## src/rtl/pe_sequencer.sv

```systemverilog
// pe_sequencer: control FSM for one PE datapath.
// Loads the 4x4 filter and middle-buffer rows through a req/ack memory port,
// sequences window load / 16-step MAC / result push / buffer shift, and hands
// each full result word to a valid/ready consumer.
// Optional feature macro: PE_SEQ_TIMEOUT_EN builds an ack watchdog that aborts
// the job after TIMEOUT_CYC unacknowledged request cycles and raises a sticky err.
module pe_sequencer #(
    parameter int ADDR_W      = 16,
    parameter int TIMEOUT_CYC = 255
) (
    input  logic              clk,
    input  logic              rst,
    input  logic              start,
    input  logic              abort,
    input  logic [ADDR_W-1:0] filBase,
    input  logic [ADDR_W-1:0] imgBase,
    input  logic [7:0]        numStrips,
    output logic              memReq,
    output logic [ADDR_W-1:0] memAddr,
    input  logic              memAck,
    input  logic              mbcZero,
    input  logic              raDone,
    input  logic              rbFull,
    output logic              fblRst,
    output logic              fblAct,
    output logic              filBufRst,
    output logic              filBufLd,
    output logic              fillBufISel,
    output logic              mbRst,
    output logic              mbShift,
    output logic              mbWrite,
    output logic              mblRst,
    output logic              mblAct,
    output logic              mbcRst,
    output logic              mbcEn,
    output logic              wbRst,
    output logic              wbLd,
    output logic              raAct,
    output logic              macRst,
    output logic              macAct,
    output logic              rbRst,
    output logic              rbEn,
    output logic              macClear,
    output logic              rbClear,
    output logic              resValid,
    input  logic              resReady,
    output logic              busy,
    output logic              done,
    output logic              err
);

    typedef enum logic [3:0] {
        S_IDLE = 4'd0,
        S_INIT = 4'd1,
        S_FIL  = 4'd2,
        S_MBF  = 4'd3,
        S_WIN  = 4'd4,
        S_MAC  = 4'd5,
        S_PUSH = 4'd6,
        S_NXT  = 4'd7,
        S_OUT  = 4'd8,
        S_DONE = 4'd9
    } state_t;

    state_t            state_r;
    state_t            state_fsm_s;
    state_t            state_nx_s;
    logic [ADDR_W-1:0] fil_ptr_r;
    logic [ADDR_W-1:0] img_ptr_r;
    logic [7:0]        num_strips_r;
    logic [7:0]        strip_cnt_r;
    logic [1:0]        ld_cnt_r;
    logic              abort_r;
    logic              load_ack_s;
    logic              last_strip_s;
    logic              start_ok_s;
    logic              timeout_s;

    // Only an ack that lands in a load state completes a request.
    assign load_ack_s   = memAck && ((state_r == S_FIL) || (state_r == S_MBF));
    assign last_strip_s = ((strip_cnt_r + 8'd1) == num_strips_r);
    assign start_ok_s   = (state_r == S_IDLE) && start && !abort;

`ifdef PE_SEQ_TIMEOUT_EN
    localparam int TO_W = $clog2(TIMEOUT_CYC + 1);

    logic [TO_W-1:0] to_cnt_r;
    logic            err_r;

    assign timeout_s = memReq && !memAck && (to_cnt_r == TO_W'(TIMEOUT_CYC - 1));
    assign err       = err_r;

    // Watchdog: count consecutive unacked request cycles, clear on ack or idle bus.
    always_ff @(posedge clk or negedge rst) begin
        if (!rst) begin
            to_cnt_r <= {TO_W{1'b0}};
        end else if (memReq && !memAck && !abort && !timeout_s) begin
            to_cnt_r <= to_cnt_r + {{(TO_W-1){1'b0}}, 1'b1};
        end else begin
            to_cnt_r <= {TO_W{1'b0}};
        end
    end

    // Sticky error: set on watchdog expiry, cleared by the next accepted start.
    always_ff @(posedge clk or negedge rst) begin
        if (!rst) begin
            err_r <= 1'b0;
        end else if (timeout_s && !abort) begin
            err_r <= 1'b1;
        end else if (start_ok_s) begin
            err_r <= 1'b0;
        end else begin
            err_r <= err_r;
        end
    end
`else
    assign timeout_s = 1'b0;
    assign err       = 1'b0;
`endif

    // State register.
    always_ff @(posedge clk or negedge rst) begin
        if (!rst) begin
            state_r <= S_IDLE;
        end else begin
            state_r <= state_nx_s;
        end
    end

    // Remember an abort so the reset strobes fire in the following IDLE cycle.
    always_ff @(posedge clk or negedge rst) begin
        if (!rst) begin
            abort_r <= 1'b0;
        end else begin
            abort_r <= abort;
        end
    end

    // Job context: latched bases, address pointers, load beat and strip counters.
    always_ff @(posedge clk or negedge rst) begin
        if (!rst) begin
            fil_ptr_r    <= {ADDR_W{1'b0}};
            img_ptr_r    <= {ADDR_W{1'b0}};
            num_strips_r <= 8'd0;
            strip_cnt_r  <= 8'd0;
            ld_cnt_r     <= 2'd0;
        end else begin
            case (state_r)
                S_IDLE: begin
                    if (start_ok_s) begin
                        fil_ptr_r    <= filBase;
                        img_ptr_r    <= imgBase;
                        num_strips_r <= numStrips;
                        strip_cnt_r  <= 8'd0;
                        ld_cnt_r     <= 2'd0;
                    end
                end
                S_FIL: begin
                    if (load_ack_s) begin
                        fil_ptr_r <= fil_ptr_r + {{(ADDR_W-1){1'b0}}, 1'b1};
                        ld_cnt_r  <= ld_cnt_r + 2'd1;
                    end
                end
                S_MBF: begin
                    if (load_ack_s) begin
                        img_ptr_r <= img_ptr_r + {{(ADDR_W-1){1'b0}}, 1'b1};
                        ld_cnt_r  <= ld_cnt_r + 2'd1;
                    end
                end
                S_OUT: begin
                    if (resReady) begin
                        strip_cnt_r <= strip_cnt_r + 8'd1;
                    end
                end
                default: begin
                    strip_cnt_r <= strip_cnt_r;
                end
            endcase
        end
    end

    // Next-state logic; abort beats the watchdog, which beats normal sequencing.
    always_comb begin
        state_fsm_s = state_r;
        case (state_r)
            S_IDLE: begin
                if (start) state_fsm_s = S_INIT;
                else       state_fsm_s = S_IDLE;
            end
            S_INIT: begin
                if (num_strips_r == 8'd0) state_fsm_s = S_DONE;
                else                      state_fsm_s = S_FIL;
            end
            S_FIL: begin
                if (load_ack_s && (ld_cnt_r == 2'd3)) state_fsm_s = S_MBF;
                else                                  state_fsm_s = S_FIL;
            end
            S_MBF: begin
                if (load_ack_s && (ld_cnt_r == 2'd3)) state_fsm_s = S_WIN;
                else                                  state_fsm_s = S_MBF;
            end
            S_WIN:  state_fsm_s = S_MAC;
            S_MAC: begin
                if (raDone) state_fsm_s = S_PUSH;
                else        state_fsm_s = S_MAC;
            end
            S_PUSH: state_fsm_s = S_NXT;
            S_NXT: begin
                if (rbFull)       state_fsm_s = S_OUT;
                else if (mbcZero) state_fsm_s = S_MBF;
                else              state_fsm_s = S_WIN;
            end
            S_OUT: begin
                if (!resReady)        state_fsm_s = S_OUT;
                else if (last_strip_s) state_fsm_s = S_DONE;
                else                   state_fsm_s = S_MBF;
            end
            S_DONE:  state_fsm_s = S_IDLE;
            default: state_fsm_s = S_IDLE;
        endcase

        if (abort)          state_nx_s = S_IDLE;
        else if (timeout_s) state_nx_s = S_IDLE;
        else                state_nx_s = state_fsm_s;
    end

    // Strobe decode from the registered state; load strobes qualified by memAck.
    always_comb begin
        memReq      = 1'b0;
        memAddr     = {ADDR_W{1'b0}};
        fblRst      = 1'b0;
        fblAct      = 1'b0;
        filBufRst   = 1'b0;
        filBufLd    = 1'b0;
        fillBufISel = 1'b0;
        mbRst       = 1'b0;
        mbShift     = 1'b0;
        mbWrite     = 1'b0;
        mblRst      = 1'b0;
        mblAct      = 1'b0;
        mbcRst      = 1'b0;
        mbcEn       = 1'b0;
        wbRst       = 1'b0;
        wbLd        = 1'b0;
        raAct       = 1'b0;
        macRst      = 1'b0;
        macAct      = 1'b0;
        rbRst       = 1'b0;
        rbEn        = 1'b0;
        macClear    = 1'b0;
        rbClear     = 1'b0;
        resValid    = 1'b0;
        done        = 1'b0;
        busy        = (state_r != S_IDLE);
        case (state_r)
            S_IDLE, S_INIT: begin
                if ((state_r == S_INIT) || abort_r) begin
                    fblRst    = 1'b1;
                    filBufRst = 1'b1;
                    mbRst     = 1'b1;
                    mblRst    = 1'b1;
                    mbcRst    = 1'b1;
                    wbRst     = 1'b1;
                    macRst    = 1'b1;
                    rbRst     = 1'b1;
                end else begin
                    fblRst    = 1'b0;
                end
            end
            S_FIL: begin
                memReq      = 1'b1;
                memAddr     = fil_ptr_r;
                filBufLd    = memAck;
                fblAct      = memAck;
                fillBufISel = memAck;
            end
            S_MBF: begin
                memReq  = 1'b1;
                memAddr = img_ptr_r;
                mbWrite = memAck;
                mblAct  = memAck;
            end
            S_WIN:  wbLd = 1'b1;
            S_MAC: begin
                raAct  = 1'b1;
                macAct = 1'b1;
            end
            S_PUSH: rbEn = 1'b1;
            S_NXT: begin
                macClear = 1'b1;
                if (rbFull) begin
                    mblRst = 1'b0;
                end else if (mbcZero) begin
                    mblRst = 1'b1;
                end else begin
                    mbShift = 1'b1;
                    mbcEn   = 1'b1;
                end
            end
            S_OUT: begin
                resValid = 1'b1;
                if (resReady) begin
                    rbClear = 1'b1;
                    mbcRst  = !last_strip_s;
                    mblRst  = !last_strip_s;
                end else begin
                    rbClear = 1'b0;
                end
            end
            S_DONE:  done = 1'b1;
            default: busy = 1'b0;
        endcase
    end

endmodule

```

## config.mk

```make
export PLATFORM = sky130hd
export DESIGN_NAME = pe_sequencer
export DESIGN_NICKNAME = d
export VERILOG_FILES = /design/src/rtl/pe_sequencer.sv
export SDC_FILE = /design/constraint.sdc
export NUM_CORES = 1
export LEC_CHECK = 0
export ABC_AREA = 0
export CORE_MARGIN = 10
export CORE_UTILIZATION = 50
export CTS_CLUSTER_DIAMETER = 50
export DETAILED_ROUTE_END_ITERATION = 12
export GPL_ROUTABILITY_DRIVEN = 0
export GPL_TIMING_DRIVEN = 0
export PLACE_DENSITY_LB_ADDON = 0.3
export SLEW_MARGIN = 20
export SYNTH_ARGS = -nofsm -noshare
export SYNTH_HDL_FRONTEND = slang
export SYNTH_SLANG_ARGS = --single-unit
```

## constraint.sdc

```tcl
create_clock -name clk -period 2.6 [get_ports clk]
set_input_delay 0.39 -clock clk [delete_from_list [all_inputs] [get_ports clk]]
set_output_delay 0.39 -clock clk [all_outputs]
set_load 0.03 [all_outputs]
```

== After elaboration in Yosys (flattened, before gate mapping) ==
Index checks and enable logic that the tools add are counted.

* Multiplexer cells: 46
* $add $sub $neg: 4
* Reductions and logical operators: 23
* Equal/unequal tests: 16

{| class="wikitable"
|+ Operators with widths
! kind !! number
|-
| $pmux 16 s2 || 3
|-
| $mux 16 || 4
|-
| $pmux 4 s9 || 1
|-
| $add 16x1->16 const B || 2
|-
| $mux 1 || 22
|-
| $mux 4 || 5
|-
| $eq 4x3->1 const B || 4
|-
| $mux 8 || 2
|-
| $pmux 8 s2 || 1
|-
| $reduce_and 3->1 || 4
|-
| $reduce_or 10->1 || 1
|-
| $add 8x1->8 const B || 1
|-
| $eq 4x2->1 const B || 2
|-
| $eq 4x4->1 const B || 2
|-
| $eq 8x8->1 || 1
|-
| $logic_not 8->1 || 1
|-
| $ne 2x2->1 const B || 4
|-
| $reduce_bool 2->1 || 4
|-
| $mux 2 || 3
|-
| $mux 3 || 2
|-
| $eq 4x1->1 const B || 1
|-
| $logic_and 1x1->1 || 4
|-
| $logic_not 4->1 || 1
|-
| $pmux 2 s2 || 1
|-
| 10 further kinds || 13
|}

* Word-level logic and storage cells: 96
* Flip-flop bits (word level): 55
* Bits of input ports: 49
* Output and inout port bits: 42

== Depth between registers and ports, before layout ==
* Word-level depth: 7
* Depth in mapped cells: 8
* Depth with buffers taken out: 6

== Worst setup path after synthesis ==
OpenSTA, ideal clock, no wires.

* Path kind: register to output
* Start point: reg state_r[2]
* End point: out mblRst
* Setup slack: 0.042 ns
* Path buffers: 2
* Data required time: 2.210 ns
* Data arrival time: 2.168 ns
* Cell stages (with the launch flop): 6
* Cell sequence: dfrtp_1 buf_6 nor4b_4 nand2_2 buf_6 o21ai_0

* Word-level cells in the longest chain between the ends: 4
* Elaborated cells on any way between the ends: 8
* Classes of those cells: 3 x eq/ne; 2 x mux; 3 x reduce/logical

{| class="wikitable"
|+ Ends and longest elaborated chain
! what !! line !! text
|-
| start: declaration || 65 || <nowiki>state_t state_r;</nowiki>
|-
| start signal: assignment || 126 || <nowiki>state_r <= state_nx_s;</nowiki>
|-
| $eq 4x1->1 || 255, 257 ||
|-
| $logic_or 1x1->1 || 257 || <nowiki>if ((state_r == S_INIT) || abort_r) begin</nowiki>
|-
| $mux 1 || 257 ||
|-
| $pmux 1 s3 (*) || 255 || <nowiki>case (state_r)</nowiki>
|-
| end: declaration || 32 || <nowiki>output logic mblRst,</nowiki>
|}

Every way passes the cells marked *; elsewhere a longest branch is shown, timed or not.

== Final worst setup path ==
* Start point: reg strip_cnt_r[6]
* End point: out mbcRst

* Word-level cells in the longest chain between the ends: 5

{| class="wikitable"
|+ Ends and longest elaborated chain
! what !! line !! text
|-
| start: declaration || 71 || <nowiki>logic [7:0] strip_cnt_r;</nowiki>
|-
| start signal: assignment || 172 || <nowiki>strip_cnt_r <= strip_cnt_r + 8'd1;</nowiki>
|-
| start signal: assignment || 176 || <nowiki>strip_cnt_r <= strip_cnt_r;</nowiki>
|-
| $add 8x1->8 || 81 || <nowiki>assign last_strip_s = ((strip_cnt_r + 8'd1) == num_strips_r);</nowiki>
|-
| $eq 8x8->1 || 81 ||
|-
| $logic_not 1->1 || 304 || <nowiki>mbcRst = !last_strip_s;</nowiki>
|-
| $mux 1 || 302 || <nowiki>if (resReady) begin</nowiki>
|-
| $pmux 1 s2 || 255 ||
|-
| end: declaration || 34 || <nowiki>output logic mbcRst,</nowiki>
|}

No other way between the ends.

==> metrics.md <==
| Metric | Value |
|---|---|
| Status | `complete, no violations` |
| Fraction of registers with async set/reset | `1.000` |
| Hold WS | `0.1159 ns` |
| Crit Path Max Fanout | `5` |
| Fill count | `between 500 and 600` |
| Share of cells above drive strength 1 | `0.1943` |
| Achievable frequency | `roughly 400 MHz` |
| Core box area | `7370 um2` |
| Pint | `between 1.5 and 2 mW` |
| DRT iter0 DRCs | `340` |
| WP data required | `roughly 2.2 ns` |
| Ports | `~90` |
| CP startpoint kind | `flip-flop` |
| DIE WIDTH | `approximately 110 um` |
| Clk pwr share | `0.165` |
| Max_cap viols | `0` |
| Initial antenna violation count | `0` |
| Hold-fix buffers, CTS | `0` |
| CTS Buffer Depth | `2` |
| WL met2 | `5.987 mm` |
| Cells after Synth | `466` |
| Global Route Usage Sum | `0.2011` |
| Die Ht | `~110 um` |
| DR vias | `4,073` |
| Grt total ovfl | `0` |
| Post-synthesis cell type count | `a little over 60` |
| Avg Cell Area, Syn | `roughly 8.2 um2` |
| Area grow syn2layout | `33.17%` |
| Peak supply drop | `between 0.3 and 0.4 mV` |
| Routed wire length | `between 10 and 15 mm` |
| Max Used Layer | `met4` |
| Starting Density | `0.5216` |
| Post-Synth Simple-Gate Area | `0.2568` |
| Via/cell ratio | `just over 6` |
| WL met1 | `4.890 mm` |
| Final setup TNS | `0 ns` |
| Pin count of the biggest net entering global routing | `56` |
| P per Cell Area | `roughly 620 nW/um2` |
| Ys flop type | `dfrtp_1` |
| Reg clk slew, reported paths | `between 0.1 and 0.15 ns` |
| Max Transition Viols Final | `0` |
| DRC | `0` |
| # rows | `31` |
| Finish-stage setup viols | `0` |
| First-pass GRT wire length | `between 15 and 20 mm` |
| Min cycle time layout | `2.569 ns` |
| Post-synth EDFFs | `0` |
| CTS H-tree lvls | `2` |
| Largest family of logic cells by synthesized area | `simple AND/OR/NAND/NOR gates` |
| Sw frac | `0.4137` |
| Combinational power share | `0.404` |
| Clock Sinks | `55` |
| Period utilization | `0.9881` |
| Slew margin rel. | `0.5154` |
| CP Class | `reg2out` |
| Met3 WL post-DR | `about 1000 um` |
| CP Capture Type | `output port` |
| Post-Route Skew | `around 0.0086 ns` |
| Class of the worst hold path | `in2async` |
| Dpl hpwl | `approximately 8.8 mm` |
| Post-Synth Adder-Cell Area | `0.01302` |
| Syn_nets | `519` |
| Synth Cell Area | `about 3800 um2` |
| WP data arrival | `roughly 2.2 ns` |
| PortBufs | `between 80 and 90` |
| TritonCTS Buffers | `5` |
| Synth Area in Compound Gates | `0.2347` |
| Post-synthesis mux area share | `0.03125` |
| Yosys reg bits | `55` |
| Vias in the first global route | `3,923` |
| CTS tree | `built` |
| Pin slew with the least headroom to its limit | `between 0.7 and 0.8 ns` |
| Detail Route Antenna Nets | `0` |
| Sequential area share after synthesis | `0.3581` |
| Xor-xnor portion of the synthesized cell area | `0.02279` |
| Flop pwr share | `0.431` |
| Hold Fails Final Rpt | `0` |
| Worst-Skew Late Latency | `roughly 0.31 ns` |
| Final core utilization | `0.6946` |
| Placed Cells | `roughly 650` |
| Final #Nets | `about 620` |
| # diodes | `0` |
| Synth warn | `0` |
| Pwr Total | `approximately 3.2 mW` |
| Pre-antenna DRT Iters | `5` |
| Layout Cells excl Fill | `between 600 and 700` |
| WL per Instance | `~18 um` |
| Static leakage | `2.192 nW` |
| DIE AREA | `approximately 12,000 um2` |
| RSZ-0062 raised after global routing | `true` |
| P_sw | `roughly 1.3 mW` |
| CTS root buffer | `clkbuf_8` |
-- path summary, 6_finish.rpt --
path	startpoint	end	slack, ns	cells past startpoint
setup reg to reg	state_r[2]	strip_cnt_r[4]	0.55	7
min in group clk	ld_cnt_r[1]	ld_cnt_r[1]	0.51	1
setup / recovery	strip_cnt_r[6]	mbcRst	0.03	6
max in group asynchronous	rst	state_r[2]	1.95	1
hold reg to reg	ld_cnt_r[1]	ld_cnt_r[1]	0.51	1
hold / removal	rst	strip_cnt_r[5]	0.12	1
-- worst max-delay path, cell delays in order, from the launching register on --
cell	delay (ns)
dfrtp_2	0.46
or3b_4	0.39
nor4_4	0.33
nor4_4	0.06
a211oi_2	0.29
o22ai_1	0.15
buf_4	0.19
-- registers in the layout, summed over array words and instances, names as in the netlist --
name and cells:
img_ptr_r 16, state_r 4, ld_cnt_r 2, abort_r 1
num_strips_r 8, strip_cnt_r 8, fil_ptr_r 16
-- cells in the final DEF (no fill, tap or decap), types with 6 or more instances in the layout --
cell type / instances
inv_1: 9
buf_2: 8
nor2_1: 38
buf_4: 28
and2_1: 6
clkbuf_2: 8
a31oi_1: 8
and3_1: 7
nand4_1: 8
a21oi_1: 31
o21ai_0: 30
o22ai_1: 14
nand2b_1: 6
clkbuf_8: 6
a22o_1: 13
nand3_1: 16
o21ai_1: 6
mux2i_1: 12
nand2_1: 70
clkdlybuf4s50_1: 53
buf_6: 7
dfrtp_1: 50
clkdlybuf4s15_2: 15
-- metrics by stage --
stage                     cell area, um2  worst slack [ns]
after floorplan                     3844           0.04165
final                               5119           0.03088
after global placement              4848           -0.6522
after detailed placement            4846           -0.2577
after CTS                           4995         -0.001940
after global routing                5119          -0.05992
-- area by class of cell --
cell class | instances | area, um2 | area share
buffer | 40 | 296.5 | 0.05793
timing repair buffer | 95 | 909.6 | 0.1777
sequential | 55 | 1383 | 0.2701
tap | 99 | 123.9 | 0.02420
multi-input combinational | 359 | 2273 | 0.4441
inverter | 9 | 33.78 | 0.006600
clock inverter | 2 | 16.27 | 0.003178
clock buffer | 6 | 82.58 | 0.01613
-- metal layers --
layer / up-vias / global-route usage
li1: 1886 / -
met2: 233 / 0.3422
met1: 1929 / 0.2576
met3: 25 / 0.04132
met4: 0 / 0.03817
met5: - / 0
-- Yosys cell counts (all sizes together) (3+ instances only) --
cell,number,area (um2)
inv,9,33.78
a2bb2oi,3,26.28
and3,8,50.05
o22ai,14,87.58
a21oi,31,155.2
a211oi,4,35.03
xor2,4,35.03
mux2i,12,120.1
nand4,8,50.05
o21ai,36,180.2
nor4,12,96.34
and2,6,37.54
nor2b,4,25.02
nand2b,6,37.54
a31oi,8,50.05
dfrtp,55,1376
o31ai,5,37.54
nand3,17,85.08
a22o,13,113.9
nor2,40,150.1
xnor2,6,52.55
nand2,72,272.8
buf,34,249.0
and4,3,26.28
ha,4,50.05
nor3,6,35.03
clkbuf,9,33.78
a22oi,4,30.03
or3,4,25.02
-- repair_timing --
item                                    in CTS  in global routing
endpoints found under the setup margin      32                 34
gates resized for setup                    101                 51
setup buffers                                4                  3
pin swaps                                    3                 11
-- logic make-up (layout without fill, tap and decap cells) --
family                   after synthesis  count (layout)
AND/OR/NAND/NOR                      194             194
AO/OA/AOI/OAI                        138             138
flip-flops                            55              55
buffers and inverters                 52             152
multiplexers                          12              12
XOR/XNOR                              10              10
adder cells (fa/ha/maj)                4               4
other                                  1               1
-- power by group through the flow --
stage          clock network [mW]  registers (mW)  logic, mW
3_5_place_dp                    0            1.37       1.25
2_1_floorplan                   0            1.29      0.872
6_report                    0.525            1.37       1.28
3_3_place_gp                    0            1.36       1.21
5_1_grt                     0.567            1.40       1.41
4_1_cts                     0.525            1.36       1.23
Power figures use the tool's default switching activity.
